==> src/rtl/button_pkg.sv <==
// Shared constants and helpers for the button pulse generator.
// Defaults are tuned for the board clock; the bench overrides them.
package button_pkg;

  localparam int DEF_DEBOUNCE_CYCLES = 16;
  localparam int DEF_HOLD_CYCLES     = 1000;
  localparam int DEF_REPEAT_CYCLES   = 250;

  // Per-channel event bundle handed from a channel slice to the top.
  typedef struct packed {
    logic level;
    logic pulse_rise;
    logic pulse_fall;
    logic hold_pulse;
    logic hold_level;
    logic repeat_pulse;
  } btn_evt_t;

  // Bits needed to hold 0..max_val inclusive.
  function automatic int cnt_w(input int max_val);
    return (max_val < 1) ? 1 : $clog2(max_val + 1);
  endfunction

endpackage

==> src/rtl/button_pulse_gen_if.sv <==
// Button bank bus: raw levels in, debounced level and event pulses out.
// master = button source / consumer side, slave = pulse generator.
interface button_pulse_gen_if #(
  parameter int N_CH = 5
);
  logic [N_CH-1:0] btn;
  logic [N_CH-1:0] level;
  logic [N_CH-1:0] pulse_rise;
  logic [N_CH-1:0] pulse_fall;
  logic [N_CH-1:0] hold_pulse;
  logic [N_CH-1:0] hold_level;
  logic [N_CH-1:0] repeat_pulse;

  modport master (
    output btn,
    input  level, pulse_rise, pulse_fall, hold_pulse, hold_level, repeat_pulse
  );

  modport slave (
    input  btn,
    output level, pulse_rise, pulse_fall, hold_pulse, hold_level, repeat_pulse
  );
endinterface

==> src/rtl/button_channel.sv <==
// One button slice: synchroniser, debounce, edge pulses, long-press hold and
// auto-repeat (auto-repeat only when BUTTON_PULSE_GEN_AUTO_REPEAT_EN is defined).
module button_channel
  import button_pkg::*;
#(
  parameter int SYNC_STAGES     = 2,
  parameter int DEBOUNCE_CYCLES = DEF_DEBOUNCE_CYCLES,
  parameter int HOLD_CYCLES     = DEF_HOLD_CYCLES,
  parameter int REPEAT_CYCLES   = DEF_REPEAT_CYCLES
) (
  input  logic     sp_clk,
  input  logic     rst_n,
  input  logic     btn,
  output btn_evt_t evt
);

  localparam int DB_W = cnt_w(DEBOUNCE_CYCLES);
  localparam int HD_W = cnt_w(HOLD_CYCLES);
  localparam logic [DB_W-1:0] DB_LAST = DB_W'(DEBOUNCE_CYCLES - 1);
  localparam logic [HD_W-1:0] HD_LAST = HD_W'(HOLD_CYCLES - 1);
  localparam logic [HD_W-1:0] HD_MAX  = HD_W'(HOLD_CYCLES);

  if (SYNC_STAGES < 2)     begin : g_bad_sync $error("SYNC_STAGES must be >= 2");     end
  if (DEBOUNCE_CYCLES < 1) begin : g_bad_db   $error("DEBOUNCE_CYCLES must be >= 1"); end
  if (HOLD_CYCLES < 2)     begin : g_bad_hold $error("HOLD_CYCLES must be >= 2");     end
  if (REPEAT_CYCLES < 1)   begin : g_bad_rpt  $error("REPEAT_CYCLES must be >= 1");   end

  logic [SYNC_STAGES-1:0] sync;
  logic [DB_W-1:0]        db_cnt;
  logic [HD_W-1:0]        hd_cnt;
  logic level_q, rise_q, fall_q, hold_pulse_q, hold_level_q, rpt;
  logic s, flip, level_nx, hold_hit;

  assign s        = sync[SYNC_STAGES-1];
  assign flip     = (s != level_q) && (db_cnt == DB_LAST);
  assign level_nx = flip ? s : level_q;
  // Edge and hold outputs are keyed off the next level so they line up with it.
  assign hold_hit = level_nx && (hd_cnt == HD_LAST);

  always_ff @(posedge sp_clk or negedge rst_n) begin
    if (!rst_n) begin
      sync         <= '0;
      db_cnt       <= '0;
      hd_cnt       <= '0;
      level_q      <= 1'b0;
      rise_q       <= 1'b0;
      fall_q       <= 1'b0;
      hold_pulse_q <= 1'b0;
      hold_level_q <= 1'b0;
    end else begin
      sync <= {sync[SYNC_STAGES-2:0], btn};
      if (s == level_q || flip) db_cnt <= '0;
      else                      db_cnt <= db_cnt + 1'b1;
      level_q <= level_nx;
      rise_q  <= flip && s;
      fall_q  <= flip && !s;
      if (!level_nx)            hd_cnt <= '0;
      else if (hd_cnt != HD_MAX) hd_cnt <= hd_cnt + 1'b1;
      hold_pulse_q <= hold_hit;
      hold_level_q <= level_nx && (hold_level_q || hold_hit);
    end
  end

`ifdef BUTTON_PULSE_GEN_AUTO_REPEAT_EN
  localparam int RP_W = cnt_w(REPEAT_CYCLES);
  localparam logic [RP_W-1:0] RP_MAX = RP_W'(REPEAT_CYCLES);

  logic [RP_W-1:0] rp_cnt;
  logic            rp_q;

  // Count starts at 1 in the hold_pulse cycle, so a wrap lands exactly
  // REPEAT_CYCLES after it and every REPEAT_CYCLES thereafter.
  always_ff @(posedge sp_clk or negedge rst_n) begin
    if (!rst_n) begin
      rp_cnt <= '0;
      rp_q   <= 1'b0;
    end else if (!level_nx) begin
      rp_cnt <= '0;
      rp_q   <= 1'b0;
    end else if (hold_hit) begin
      rp_cnt <= RP_W'(1);
      rp_q   <= 1'b0;
    end else if (hold_level_q) begin
      if (rp_cnt == RP_MAX) begin
        rp_cnt <= RP_W'(1);
        rp_q   <= 1'b1;
      end else begin
        rp_cnt <= rp_cnt + 1'b1;
        rp_q   <= 1'b0;
      end
    end else begin
      rp_q <= 1'b0;
    end
  end

  assign rpt = rp_q;
`else
  assign rpt = 1'b0;
`endif

  assign evt = '{level:        level_q,
                 pulse_rise:   rise_q,
                 pulse_fall:   fall_q,
                 hold_pulse:   hold_pulse_q,
                 hold_level:   hold_level_q,
                 repeat_pulse: rpt};

endmodule

==> src/rtl/button_pulse_gen.sv <==
// Multi-channel button pulse generator: N_CH independent button_channel slices.
// Auto-repeat is compiled in with BUTTON_PULSE_GEN_AUTO_REPEAT_EN.
module button_pulse_gen
  import button_pkg::*;
#(
  parameter int N_CH            = 5,
  parameter int SYNC_STAGES     = 2,
  parameter int DEBOUNCE_CYCLES = DEF_DEBOUNCE_CYCLES,
  parameter int HOLD_CYCLES     = DEF_HOLD_CYCLES,
  parameter int REPEAT_CYCLES   = DEF_REPEAT_CYCLES
) (
  input  logic              sp_clk,
  input  logic              rst_n,
  button_pulse_gen_if.slave bus
);

  btn_evt_t [N_CH-1:0] evt;

  for (genvar i = 0; i < N_CH; i++) begin : g_ch
    button_channel #(
      .SYNC_STAGES    (SYNC_STAGES),
      .DEBOUNCE_CYCLES(DEBOUNCE_CYCLES),
      .HOLD_CYCLES    (HOLD_CYCLES),
      .REPEAT_CYCLES  (REPEAT_CYCLES)
    ) u_ch (
      .sp_clk(sp_clk),
      .rst_n (rst_n),
      .btn   (bus.btn[i]),
      .evt   (evt[i])
    );
  end

  always_comb begin
    bus.level        = '0;
    bus.pulse_rise   = '0;
    bus.pulse_fall   = '0;
    bus.hold_pulse   = '0;
    bus.hold_level   = '0;
    bus.repeat_pulse = '0;
    for (int i = 0; i < N_CH; i++) begin
      bus.level[i]        = evt[i].level;
      bus.pulse_rise[i]   = evt[i].pulse_rise;
      bus.pulse_fall[i]   = evt[i].pulse_fall;
      bus.hold_pulse[i]   = evt[i].hold_pulse;
      bus.hold_level[i]   = evt[i].hold_level;
      bus.repeat_pulse[i] = evt[i].repeat_pulse;
    end
  end

endmodule

==> src/flat_wrapper.sv <==
// flat-port wrapper written by rule: the top's interface ports become plain ports
module button_pulse_gen_flat import button_pkg::*;
#(
  parameter int N_CH            = 5,
  parameter int SYNC_STAGES     = 2,
  parameter int DEBOUNCE_CYCLES = DEF_DEBOUNCE_CYCLES,
  parameter int HOLD_CYCLES     = DEF_HOLD_CYCLES,
  parameter int REPEAT_CYCLES   = DEF_REPEAT_CYCLES
)
  (sp_clk, rst_n, bus_btn, bus_level, bus_pulse_rise, bus_pulse_fall, bus_hold_pulse, bus_hold_level, bus_repeat_pulse);
  button_pulse_gen_if #(.N_CH(N_CH)) bus_i ();
  input  logic sp_clk;
  input  logic rst_n;
  input wire logic [$bits(bus_i.btn)-1:0] bus_btn;
  output wire logic [$bits(bus_i.level)-1:0] bus_level;
  output wire logic [$bits(bus_i.pulse_rise)-1:0] bus_pulse_rise;
  output wire logic [$bits(bus_i.pulse_fall)-1:0] bus_pulse_fall;
  output wire logic [$bits(bus_i.hold_pulse)-1:0] bus_hold_pulse;
  output wire logic [$bits(bus_i.hold_level)-1:0] bus_hold_level;
  output wire logic [$bits(bus_i.repeat_pulse)-1:0] bus_repeat_pulse;
  assign bus_i.btn = bus_btn;
  assign bus_level = bus_i.level;
  assign bus_pulse_rise = bus_i.pulse_rise;
  assign bus_pulse_fall = bus_i.pulse_fall;
  assign bus_hold_pulse = bus_i.hold_pulse;
  assign bus_hold_level = bus_i.hold_level;
  assign bus_repeat_pulse = bus_i.repeat_pulse;
  button_pulse_gen #(.N_CH(N_CH), .SYNC_STAGES(SYNC_STAGES), .DEBOUNCE_CYCLES(DEBOUNCE_CYCLES), .HOLD_CYCLES(HOLD_CYCLES), .REPEAT_CYCLES(REPEAT_CYCLES)) u_core (.sp_clk(sp_clk), .rst_n(rst_n), .bus(bus_i));
endmodule
==> config.mk <==
export PLATFORM = sky130hd
export DESIGN_NAME = button_pulse_gen_flat
export DESIGN_NICKNAME = d
export VERILOG_FILES = /design/src/rtl/button_pkg.sv /design/src/rtl/button_pulse_gen_if.sv /design/src/rtl/button_channel.sv /design/src/rtl/button_pulse_gen.sv /design/src/flat_wrapper.sv
export SDC_FILE = /design/constraint.sdc
export NUM_CORES = 1
export LEC_CHECK = 0
export CORE_MARGIN = 3
export CORE_UTILIZATION = 53
export CTS_CLUSTER_SIZE = 20
export DETAILED_ROUTE_END_ITERATION = 10
export GPL_TIMING_DRIVEN = 0
export HOLD_SLACK_MARGIN = 0.02
export PLACE_DENSITY = 0.82
export SETUP_SLACK_MARGIN = 0.3
export SLEW_MARGIN = 20
export SYNTH_ARGS = -nofsm -noshare
export SYNTH_HDL_FRONTEND = slang
export SYNTH_SLANG_ARGS = --single-unit
==> constraint.sdc <==
create_clock -name sp_clk -period 1.95 [get_ports sp_clk]
set_input_delay 0.585 -clock sp_clk [delete_from_list [all_inputs] [get_ports sp_clk]]
set_output_delay 0.585 -clock sp_clk [all_outputs]
set_load 0.05 [all_outputs]
; Yosys cells after proc, flatten, opt, wreduce, memory -nomap -nowiden
; Cells that the tools add are included.
; Widths: inputs -> output; s select.
[totals]
reg_bits = 110
out_inout_bits = 30
[op_classes]
add_sub_neg = 10
eq_ne = 30
n_mux = 20
n_reduce_logical = 40
[op_table]
columns = cell, n
row1 = $mux 10, 10
row2 = $add 10x1->10 const B, 5
row3 = $eq 10x10->1 const B, 5
row4 = $ne 10x10->1 const B, 5
row5 = $add 5x1->5 const B, 5
row6 = $eq 5x4->1 const B, 5
row7 = $logic_and 1x1->1, 25
row8 = $mux 5, 5
row9 = $logic_or 1x1->1, 10
row10 = $ne 2x1->1 const B, 5
row11 = $eq 1x1->1, 5
row12 = $logic_not 1->1, 5
row13 = $mux 1, 5
row14 = $ne 1x1->1, 5

; Longest topological paths before layout
; Gate-level depths: netlist (run 1).
[depth]
word_depth = 6
mapped_depth = 7
depth_no_buf = 7

; By module
; Synthesis (run 1) repeated with hierarchy kept, for this count alone.
[hier_totals]
cells_unflattened = 485
hier_area_um2 = 5180.0
[by_module_without_submodules]
columns = module, n_inst, cells_each, area_each_um2
row1 = button_channel, 5, 97, 1036.0

; Least setup slack after synthesis (run 1)
; No wires, ideal clock.
[synth_path]
path_kind = register to register
start = register u_core.g_ch[2].u_ch.db_cnt[0]
end = register u_core.g_ch[2].u_ch.hd_cnt[2]
setup_ps = 141
arrival_ps = 1732
required_time_ps = 1809
setup_slack_ps = 77
path_stages_with_launch = 8
synth_period_minus_slack_ps = 1873
path_cell_list = dfrtp_1 > ha_1 > and3_1 > ha_1 > mux2i_2 > inv_1 > nand3b_1 > o21ai_0
[synth_between]
elab_chain_len = 4
[synth_rtl]
columns = item, line
row1 = "start, declared", button_channel.sv:29  ; logic [DB_W-1:0] db_cnt;
row2 = "start signal, assigned", button_channel.sv:53  ; else db_cnt <= db_cnt + 1'b1;
row3 = $eq 5x4->1 (*), button_channel.sv:35  ; assign flip = (s != level_q) && (db_cnt == DB_LAST);
row4 = $logic_and 1x1->1 (*), button_channel.sv:35
row5 = $mux 1 (*), button_channel.sv:36  ; assign level_nx = flip ? s : level_q;
row6 = via u_core.g_ch[2].u_ch.level_nx, button_channel.sv:32  ; logic s, flip, level_nx, hold_hit;
row7 = $ne 2x1->1 (no line) / $mux 10 (equally long branches), -
row8 = "end signal, assigned", button_channel.sv:58  ; else if (hd_cnt != HD_MAX) hd_cnt <= hd_cnt + 1'b1;
row9 = "end, declared", button_channel.sv:30  ; logic [HD_W-1:0] hd_cnt;
; Mark *: on every way through the listed nets, which the timed path passes. The rest lies on a longest branch.
; A chain may end at the register's enable or synchronous reset.

; Final worst setup path (run 1)
[layout_path]
start = register u_core.g_ch[0].u_ch.db_cnt[0]
end = register u_core.g_ch[0].u_ch.hd_cnt[9]
[layout_between]
elab_chain_len = 4
[layout_rtl]
columns = item, line
row1 = "start, declared", button_channel.sv:29
row2 = "start signal, assigned", button_channel.sv:53
row3 = $eq 5x4->1 (*), button_channel.sv:35
row4 = $logic_and 1x1->1 (*), button_channel.sv:35
row5 = $mux 1 (*), button_channel.sv:36
row6 = via u_core.g_ch[0].u_ch.level_nx, button_channel.sv:32
row7 = $ne 2x1->1 (no line) / $mux 10 (equally long branches), -
row8 = "end signal, assigned", button_channel.sv:58
row9 = "end, declared", button_channel.sv:30
; Marks and branches as above.

==> results of run 1 <==
## Yosys cell counts (5+ instances only)
| master | count |
|---|---|
| and3_1 | 5 |
| o21ai_0 | 16 |
| and3b_1 | 6 |
| xor2_1 | 20 |
| nand4_1 | 8 |
| nand2b_1 | 10 |
| xnor2_1 | 8 |
| nand3_1 | 19 |
| o31ai_1 | 11 |
| nand2_1 | 46 |
| nand3b_1 | 5 |
| mux2i_1 | 12 |
| a21oi_1 | 26 |
| ha_1 | 20 |
| dfrtp_1 | 110 |
| or4_1 | 13 |
| or3_1 | 13 |
| inv_1 | 33 |
| buf_4 | 30 |
| nor2_1 | 44 |
| nor3_1 | 5 |
## cell families (layout without fill, tap and decap cells)
family / count (synthesis) / in the layout / share of synthesized area, %
flip-flops: 110 / 110 / 53.9
buffers and inverters: 66 / 139 / 7.09
AO/OA/AOI/OAI: 58 / 58 / 6.62
AND/OR/NAND/NOR: 183 / 183 / 19.2
multiplexers: 15 / 15 / 3.33
XOR/XNOR: 28 / 28 / 4.81
adder cells (fa/ha/maj): 20 / 20 / 4.90
other: 1 / 5 / 0.0735
## report_power, final
| part | internal [uW] | switching [uW] | total [uW] |
|---|---|---|---|
| combinational | 71.9 | 108 | 180 |
| clock | 728 | 786 | 1510 |
| sequential | 2320 | 31.8 | 2350 |
## flip-flops by register name, summed over array words and instances (netlist names)
| register | flops |
|---|---|
| u_core.g_ch.u_ch.hold_level_q | 5 |
| u_core.g_ch.u_ch.rise_q | 5 |
| u_core.g_ch.u_ch.hd_cnt | 50 |
| u_core.g_ch.u_ch.sync | 10 |
| u_core.g_ch.u_ch.level_q | 5 |
| u_core.g_ch.u_ch.fall_q | 5 |
| u_core.g_ch.u_ch.hold_pulse_q | 5 |
| u_core.g_ch.u_ch.db_cnt | 25 |
## final cells by class
type                            instances  area share [%]
Inverter                               33            1.96
Timing Repair Buffer                   57            9.48
Buffer                                 33            4.41
Tap cell                              129            2.55
Multi-Input combinational cell        309            34.5
Sequential cell                       110            43.6
Clock inverter                          7            1.54
Clock buffer                            9            1.96
## critical path, delay by kind of cell, from the launching register on
kind,cells,cell delay [ns]
buffers and inverters,1,0.08
adder cells (fa/ha/maj),2,0.31
flip-flops,1,0.42
AND/OR/NAND/NOR,1,0.18
multiplexers,1,0.23
AO/OA/AOI/OAI,2,0.32
## final timing paths
path	start	to	slack [ns]	cells after the start
worst max-delay path	u_core.g_ch[0].u_ch.db_cnt[0]$_DFF_PN0_	u_core.g_ch[0].u_ch.hd_cnt[9]$_DFFE_PN0P_	0.31	7
worst min-delay path	rst_n	u_core.g_ch[4].u_ch.hd_cnt[7]$_DFFE_PN0P_	0.16	1
worst max register to register	u_core.g_ch[0].u_ch.db_cnt[0]$_DFF_PN0_	u_core.g_ch[0].u_ch.hd_cnt[9]$_DFFE_PN0P_	0.31	7
worst min register to register	u_core.g_ch[3].u_ch.sync[0]$_DFF_PN0_	u_core.g_ch[3].u_ch.sync[1]$_DFF_PN0_	0.36	0
max in group asynchronous	rst_n	u_core.g_ch[2].u_ch.level_q$_DFF_PN0_	1.13	2
min in group sp_clk	u_core.g_ch[3].u_ch.sync[0]$_DFF_PN0_	u_core.g_ch[3].u_ch.sync[1]$_DFF_PN0_	0.36	0
## layer usage
layer | vias to the layer above | track usage, %
li1 | 1752 | -
met1 | 1816 | 23.1
met2 | 67 | 32.9
met3 | 11 | 2.36
met4 | 0 | 6.84
met5 | - | 0
## through the flow
step | cells | setup TNS, ns | util [%] | hold slack (ns)
final | 687 | 0 | 68.1 | 0.159
after global routing | 687 | 0 | 68.1 | 0.181
after CTS | 682 | 0 | 66.0 | 0.163
after detailed placement | 646 | -0.0493 | 61.0 | 0.337
after global placement | 645 | -404.82 | 60.7 | 0.334
after floorplan | 485 | 0 | - | 0.289
## what timing repair did
action / CTS / global route
resized for setup: 188 / 42
setup endpoints to repair: 59 / 70
hold buffers: 0 / 0
pin swaps: 2 / 1
buffers inserted: 18 / 5
gates cloned: 2 / 0
==> run_results.csv, run 1 <==
group,metric,value,unit
grt,antenna_found_initial,0,
sta,finalSetupViolations,0,
flow_run,drv_cap,0,
sta,rsz0062_at_grt,"true",
routing,wl_met1,4070,um
yosys,synth.avg_cell_area,10.6,um2
setup_path,cp.arrival,1.91,ns
placed_design,io_buffers,31,
sta,relSlewSlack,65.4,%
routing,dr_wl_met2,5110,um
clocking,cts.sinks,110,
routing,drt_iter0_markers,145,
pwr,ir_drop,0.000317,V
cells_and_area,final_common_cell,"dfrtp_1",
yosys,synthCells,481,
yosys,synth_edf_count,0,
yosys,ys_types,33,
routing,drc,0,
floorplanning,die_w,104,um
setup_path,slowest_stage,"dfrtp_1",
pwr,power.density,639,mW/mm2
routing,routed_wl,9600,um
clocking,cts_tree,"built",
sta,period_share,84.2,%
yosys,ys_ff_latch,110,
sta,finClkSkew,0.00739,ns
routing,routedWlPerCell,14.0,um
cells_and_area,fill_cells,689,
setup_path,crit_type,"reg2reg",
pwr,total_power,4040,uW
yosys,yosys_warnings,0,
floorplanning,boundaryPins,37,
cells_and_area,nets,580,
yosys,synth_top_cell_area_share,53.9,%
grt,grt_max_degree,58,
setup_path,slowest_delay,0.42,ns
grt,grt-ovfl-total,0,
placed_design,dp_hpwl,6170,um
setup_path,crit_top_cell,"ha_4",
cells_and_area,design_area,0.00632,mm2
setup_path,cp-start-kind,"register",
setup_path,worstPathCellList,"ha_4, and3_4, ha_4, mux2i_4, inv_2, o311a_1, a31o_2",
floorplanning,die_h,104,um
cells_and_area,area_growth,23.9,%
cells_and_area,multiInputGateArea,0.00218,mm2
floorplanning,start_util,55.0,%
clocking,htree_levels,3,
yosys,synth-main-ff-cell,"dfrtp_1",
worst_hold_path,hold_class,"in2async",
yosys,netlist_top_cells_area,"dfrtp_1, ha_1, buf_4, xor2_1, nand2_1",
clocking,clock_path_buffers,2,
yosys,ys_seq_area_share,53.9,%
floorplanning,rows,35,
routing,met3_length,288,um
yosys,synth_top_cell_by_area,"dfrtp_1",
sta,clock.fmax,609,MHz
setup_path,endpoint_kind,"register",
yosys,ys_async_sr_fraction,100,%
sta,fin_ws,0.308,ns
routing,first_pass_iters,5,
grt,grt_pass1_wl,16800,um
setup_path,cp_max_fo,4,
sta,fin_crit,1.64,ns
setup_path,cp.required,2.22,ns
cells_and_area,drive_gt1_share,26.9,%
grt,grt_pass1_vias,3724,
grt,grt_use_total,18.5,%
routing,final_antenna_net_count,0,
cells_and_area,antenna_cells,0,
run_status,status,"finished, final reports clean",
floorplanning,die_area,0.0108,mm2
routing,highest_layer,"met4",
sta,drv_slew,0,
sta,worstMarginPinSlew,0.515,ns
clocking,cts_buffers,9,
yosys,syn_area,0.00510,mm2
pwr,power.leakage,0.00269,uW
placed_design,gp_congestion,0.810,
placed_design,preCtsSetupSlack,-0.0465,ns
clocking,clk_pin_slew_worst_paths,0.10,ns
routing,vias_per_cell,5.31,
placed_design,place_area,0.00566,mm2
cells_and_area,seqCellArea,0.00276,mm2
routing,vias,3646,
cells_and_area,mostFrequentLayoutCells,"dfrtp_1, nor2_1, buf_4, nand2_1, inv_1",
clocking,clk_latency,0.36,ns
floorplanning,core-area,0.00928,mm2
sta,hold_viol_final,0,
clocking,ctsRootBufferMaster,"clkbuf_8",
No activity file was read; power rests on OpenSTA's default activity.
==> inputs of run 2 (changes only) <==
- clock period: 1.95 -> 1.5 ns (I/O delays scaled with it)
==> run_results.csv, run 2 (synthesis results as in run 1) <==
group,metric,value,unit
setup_path,slowest_stage,"dfrtp_1",
setup_path,regToRegStartpoint,"u_core.g_ch[0].u_ch.db_cnt[1]$_DFF_PN0_",
sta,fin_ws,-0.116,ns
setup_path,worstReg2RegEnd,"u_core.g_ch[0].u_ch.hd_cnt[9]$_DFFE_PN0P_",
setup_path,rrSetupSlack,-0.12,ns
grt,grt_use_total,18.1,%
routing,drc,0,
routing,routed_wl,9810,um
setup_path,crit_type,"reg2reg",
clocking,clk_pin_slew_worst_paths,0.10,ns
pwr,power.density,743,mW/mm2
setup_path,path_buf_inv,1,
routing,vias,3695,
setup_path,cp.required,1.76,ns
setup_path,crit_family,"flip-flops",
clocking,cts.sinks,110,
floorplanning,die_w,104,um
run_status,status,"finished, violations left",
placed_design,gp_congestion,0.787,
sta,period_share,108,%
grt,antenna_found_initial,0,
placed_design,io_buffers,31,
setup_path,cp-start-kind,"register",
placed_design,dp_hpwl,6010,um
grt,grt-ovfl-total,0,
sta,hold_viol_final,33,
setup_path,crit_end,"u_core.g_ch[0].u_ch.hd_cnt[9]$_DFFE_PN0P_",
cells_and_area,mostFrequentLayoutCells,"dfrtp_1, nand2_1, buf_4, buf_6, buf_8",
cells_and_area,top_register,"u_core.g_ch.u_ch.hd_cnt",
cells_and_area,layout_top_registers,"u_core.g_ch.u_ch.hd_cnt: 50 flops, u_core.g_ch.u_ch.db_cnt: 25 flops, u_core.g_ch.u_ch.sync: 10 flops",
clocking,clk_latency,0.36,ns
worst_hold_path,hold_class,"in2async",
floorplanning,boundaryPins,37,
cells_and_area,antenna_cells,0,
cells_and_area,final_core_util,74.4,%
setup_path,reg2reg_depth,7,
flow_run,drv_cap,0,
setup_path,worstPathCellList,"ha_2, and3_4, ha_4, mux2i_4, inv_2, o311a_1, a31o_2",
grt,grt_pass1_wl,16400,um
sta,rsz0062_at_grt,"true",
sta,finalSetupViolations,53,
cells_and_area,final_common_cell,"dfrtp_1",
pwr,power.leakage,0.00286,uW
floorplanning,die_h,104,um
routing,first_pass_iters,4,
sta,finClkSkew,0.00849,ns
routing,drt_iter0_markers,90,
cells_and_area,drive_gt1_share,39.8,%
floorplanning,core-area,0.00928,mm2
setup_path,cp-startpoint,"u_core.g_ch[0].u_ch.db_cnt[1]$_DFF_PN0_",
sta,fin_crit,1.62,ns
clocking,clock_path_buffers,2,
routing,vias_per_cell,5.20,
setup_path,worst-path-stages,7,
cells_and_area,nets,603,
setup_path,endpoint_kind,"register",
clocking,cts_tree,"built",
setup_path,cp_max_fo,4,
setup_path,cp.arrival,1.87,ns
floorplanning,rows,35,
floorplanning,die_area,0.0108,mm2
clocking,htree_levels,3,
cells_and_area,largest_reg_flops,50,
clocking,ctsRootBufferMaster,"clkbuf_8",
routing,routedWlPerCell,13.8,um
sta,worstMarginPinSlew,0.508,ns
setup_path,slowest_delay,0.36,ns
pwr,total_power,5130,uW
sta,whs,-0.0350,ns
grt,grt_pass1_vias,3682,
sta,drv_slew,0,
grt,grt_max_degree,78,
routing,final_antenna_net_count,0,
floorplanning,start_util,55.0,%
clocking,cts_buffers,9,
sta,relSlewSlack,65.8,%
run_status,violations,"negative hold slack, negative setup slack",
sta,clock.fmax,619,MHz
pwr,ir_drop,0.000566,V
cells_and_area,area_growth,35.3,%
==> run 2: power breakdown <==
part	internal, uW	leakage (uW)	switching (uW)
clock network	863	0.0000996	932
registers	3010	0.00149	37.3
logic	118	0.00126	166
==> run 2: through the flow <==
step / cells / instance area [um2] / setup WS [ns] / TNS (ns)
floorplan: 485 / 5340 / -0.217 / -0.736
CTS: 689 / 6590 / -0.0884 / -1.54
detailed placement: 646 / 5840 / -0.398 / -9.27
global route: 710 / 6900 / -0.217 / -6.81
global placement: 645 / 5810 / -4.05 / -451.41
finish: 710 / 6900 / -0.116 / -2.39
==> run 2: routing by layer <==
| layer | global-route usage [%] | up-vias | routed length, um |
|---|---|---|---|
| met5 | 0 | - | 0 |
| met4 | 6.08 | 0 | 98 |
| met3 | 3.60 | 9 | 263 |
| met2 | 31.9 | 49 | 5300 |
| met1 | 22.2 | 1840 | 4150 |
| li1 | - | 1797 | - |
==> run 2: area by class of cell <==
type | count | area (um2)
repair buffers | 80 | 885
clock buffers | 13 | 159
inverters | 33 | 124
plain buffers | 33 | 354
flip-flops and latches | 110 | 2760
multi-input cells | 309 | 2420
clock inverters | 3 | 42.5
fillers | 613 | 2380
well taps | 129 | 161
==> run 2: worst min path at each step <==
stage,startpoint,endpoint,slack [ns],cells after the start
after floorplan,rst_n,u_core.g_ch[0].u_ch.db_cnt[0]$_DFF_PN0_,0.15,0
after global placement,u_core.g_ch[0].u_ch.sync[0]$_DFF_PN0_,u_core.g_ch[0].u_ch.sync[1]$_DFF_PN0_,0.33,0
after detailed placement,u_core.g_ch[1].u_ch.sync[0]$_DFF_PN0_,u_core.g_ch[1].u_ch.sync[1]$_DFF_PN0_,0.34,0
after CTS,rst_n,u_core.g_ch[1].u_ch.sync[1]$_DFF_PN0_,-0.04,1
after global routing,rst_n,u_core.g_ch[1].u_ch.rise_q$_DFF_PN0_,-0.04,1
final,rst_n,u_core.g_ch[1].u_ch.hold_pulse_q$_DFF_PN0_,-0.04,1
==> run 2: timing repair <==
item | in CTS | in global routing
setup endpoints to repair | 121 | 124
pin swaps | 17 | 14
gates resized for setup | 263 | 50
gates cloned | 3 | 1
hold endpoints to repair | 33 | 33
setup buffers | 24 | 20
==> run 2: worst reg2reg max path, cell delays in order (launching register included) <==
cell and delay [ns]:
dfrtp_1 0.36, ha_2 0.18, and3_4 0.18, ha_4 0.15, mux2i_4 0.25, inv_2 0.08
o311a_1 0.10, a31o_2 0.21
==> inputs of run 3 (changes only) <==
- CAP_MARGIN: unset -> 20
- CELL_PAD_IN_SITES_DETAIL_PLACEMENT: unset -> 1
- CELL_PAD_IN_SITES_GLOBAL_PLACEMENT: unset -> 1
- CORE_UTILIZATION: 53 -> 47
- PLACE_DENSITY: 0.82 -> 0.86
- clock period: 1.5 -> 1.7 ns (I/O delays scaled with it)
==> run_results.csv, run 3 (synthesis results as in run 1) <==
group,metric,value,unit
floorplanning,boundaryPins,37,
setup_path,cp.arrival,1.98,ns
floorplanning,core-area,0.0105,mm2
placed_design,dp_hpwl,7250,um
cells_and_area,top_register,"u_core.g_ch.u_ch.hd_cnt",
grt,grt_pass1_wl,19900,um
pwr,power.leakage,0.00287,uW
setup_path,reg2reg_depth,6,
cells_and_area,antenna_cells,0,
clocking,cts_buffers,9,
setup_path,crit_type,"reg2reg",
floorplanning,rows,37,
routing,routed_wl,13700,um
placed_design,preCtsSetupSlack,-0.238,ns
setup_path,cp.required,1.97,ns
routing,first_pass_iters,4,
floorplanning,die_h,110,um
routing,drc,0,
cells_and_area,fill_cells,1052,
grt,antenna_found_initial,0,
setup_path,rrSetupSlack,-0.007,ns
clocking,ctsRootBufferMaster,"clkbuf_8",
sta,finClkSkew,0.0193,ns
sta,fin_crit,1.71,ns
clocking,cts_tree,"built",
setup_path,endpoint_kind,"register",
cells_and_area,nets,604,
cells_and_area,multiInputGateArea,0.00245,mm2
sta,clock.fmax,586,MHz
flow_run,drv_cap,0,
sta,drv_slew,0,
setup_path,regToRegStartpoint,"u_core.g_ch[4].u_ch.db_cnt[0]$_DFF_PN0_",
worst_hold_path,hold_class,"in2async",
placed_design,io_buffers,31,
grt,grt_pass1_vias,4138,
cells_and_area,largest_reg_flops,50,
run_status,violations,"negative setup slack",
setup_path,cp_max_fo,5,
floorplanning,start_util,48.8,%
cells_and_area,final_common_cell,"dfrtp_1",
cells_and_area,mostFrequentLayoutCells,"dfrtp_1, buf_4, nand2_1, buf_6",
cells_and_area,seqCellArea,0.00276,mm2
run_status,status,"finished, violations left",
clocking,clk_pin_slew_worst_paths,0.11,ns
placed_design,gp_congestion,0.785,
clocking,holdBufCountCts,0,
cells_and_area,layout_top_registers,"u_core.g_ch.u_ch.hd_cnt: 50 flops, u_core.g_ch.u_ch.db_cnt: 25 flops, u_core.g_ch.u_ch.sync: 10 flops",
clocking,htree_levels,3,
cells_and_area,area_growth,36.3,%
routing,vias,3901,
floorplanning,die_w,110,um
routing,final_antenna_net_count,0,
placed_design,place_area,0.00582,mm2
floorplanning,die_area,0.0121,mm2
sta,hold_viol_final,0,
grt,grt_use_total,21.4,%
routing,drt_iter0_markers,146,
routing,routedWlPerCell,19.1,um
grt,grt-ovfl-total,0,
sta,worstMarginPinSlew,0.491,ns
pwr,power.density,664,mW/mm2
setup_path,cp-start-kind,"register",
sta,period_share,100,%
sta,finalSetupViolations,1,
clocking,cts.sinks,110,
sta,tns,-0.00687,ns
clocking,clock_path_buffers,2,
routing,vias_per_cell,5.43,
sta,rsz0062_at_grt,"true",
sta,fin_ws,-0.00687,ns
pwr,ir_drop,0.000436,V
setup_path,worstReg2RegEnd,"u_core.g_ch[4].u_ch.hd_cnt[8]$_DFFE_PN0P_",
sta,relSlewSlack,67.0,%
cells_and_area,drive_gt1_share,40.0,%
cells_and_area,design_area,0.00696,mm2
grt,grt_max_degree,67,
clocking,clk_latency,0.39,ns
run 3: changes by cell type in the layout (fill, tap and decap cells not counted), sizes merged:
cell / previous run / this run
clkbuf: 14 / 15
run 3: power breakdown:
group | leakage [uW] | switching [uW] | internal [uW]
Clock | 0.0000996 | 907 | 763
Combinational | 0.00127 | 151 | 105
Sequential | 0.00150 | 38.1 | 2660
Total | 0.00287 | 1100 | 3520
run 3: worst max path at each step:
| stage | start | endpoint | slack [ns] | cells after the start |
|---|---|---|---|---|
| floorplan | u_core.g_ch[0].u_ch.db_cnt[0]$_DFF_PN0_ | u_core.g_ch[0].u_ch.hd_cnt[9]$_DFFE_PN0P_ | -0.02 | 7 |
| global placement | rst_n | u_core.g_ch[0].u_ch.hold_level_q$_DFF_PN0_ | -4.02 | 1 |
| detailed placement | u_core.g_ch[0].u_ch.db_cnt[0]$_DFF_PN0_ | u_core.g_ch[0].u_ch.hd_cnt[9]$_DFFE_PN0P_ | -0.24 | 7 |
| CTS | u_core.g_ch[0].u_ch.db_cnt[0]$_DFF_PN0_ | u_core.g_ch[0].u_ch.hd_cnt[9]$_DFFE_PN0P_ | 0.04 | 7 |
| global route | u_core.g_ch[4].u_ch.db_cnt[0]$_DFF_PN0_ | u_core.g_ch[4].u_ch.hd_cnt[8]$_DFFE_PN0P_ | -0.05 | 6 |
| finish | u_core.g_ch[4].u_ch.db_cnt[0]$_DFF_PN0_ | u_core.g_ch[4].u_ch.hd_cnt[8]$_DFFE_PN0P_ | -0.007 | 6 |
run 3: layout make-up:
| type | instances | share of cell area [%] |
|---|---|---|
| Multi-Input combinational cell | 309 | 35.2 |
| Clock inverter | 3 | 0.612 |
| Clock buffer | 13 | 2.28 |
| Timing Repair Buffer | 81 | 12.8 |
| Tap cell | 136 | 2.45 |
| Sequential cell | 110 | 39.6 |
| Inverter | 33 | 1.85 |
| Buffer | 33 | 5.09 |
run 3: through the flow:
| step | hold slack [ns] | util, % | total power, uW | instances |
|---|---|---|---|---|
| after global placement | 0.335 | 55.3 | 2900 | 652 |
| after detailed placement | 0.342 | 55.6 | 2930 | 653 |
| after floorplan | 0.214 | - | 2830 | 485 |
| final | 0.0215 | 66.5 | 4620 | 718 |
| after global routing | 0.0349 | 66.5 | 4820 | 718 |
| after CTS | 0.0384 | 63.6 | 4570 | 701 |
run 3: worst max-delay path: stages, from the launching register on:
cell	delay, ns
dfrtp_1	0.41
ha_2	0.23
and3_4	0.20
ha_4	0.17
mux2i_4	0.31
clkbuf_8	0.22
a21oi_2	0.04
run 3: repair_timing:
| action | 4_1_cts | 5_1_grt |
|---|---|---|
| pin swaps | 10 | 10 |
| setup endpoints to repair | 96 | 117 |
| setup buffers | 27 | 17 |
| gates cloned | 5 | 0 |
| resized for setup | 275 | 49 |
run 3: routing by layer:
layer	wire length, um	share of wire, %	vias to the layer above	GRT usage, %
met5	0	0	-	0
met1	5270	38	1998	24.0
met4	416	3.0	0	10.3
li1	-	-	1807	-
met2	7700	56	63	39.2
met3	340	2.5	33	3.90
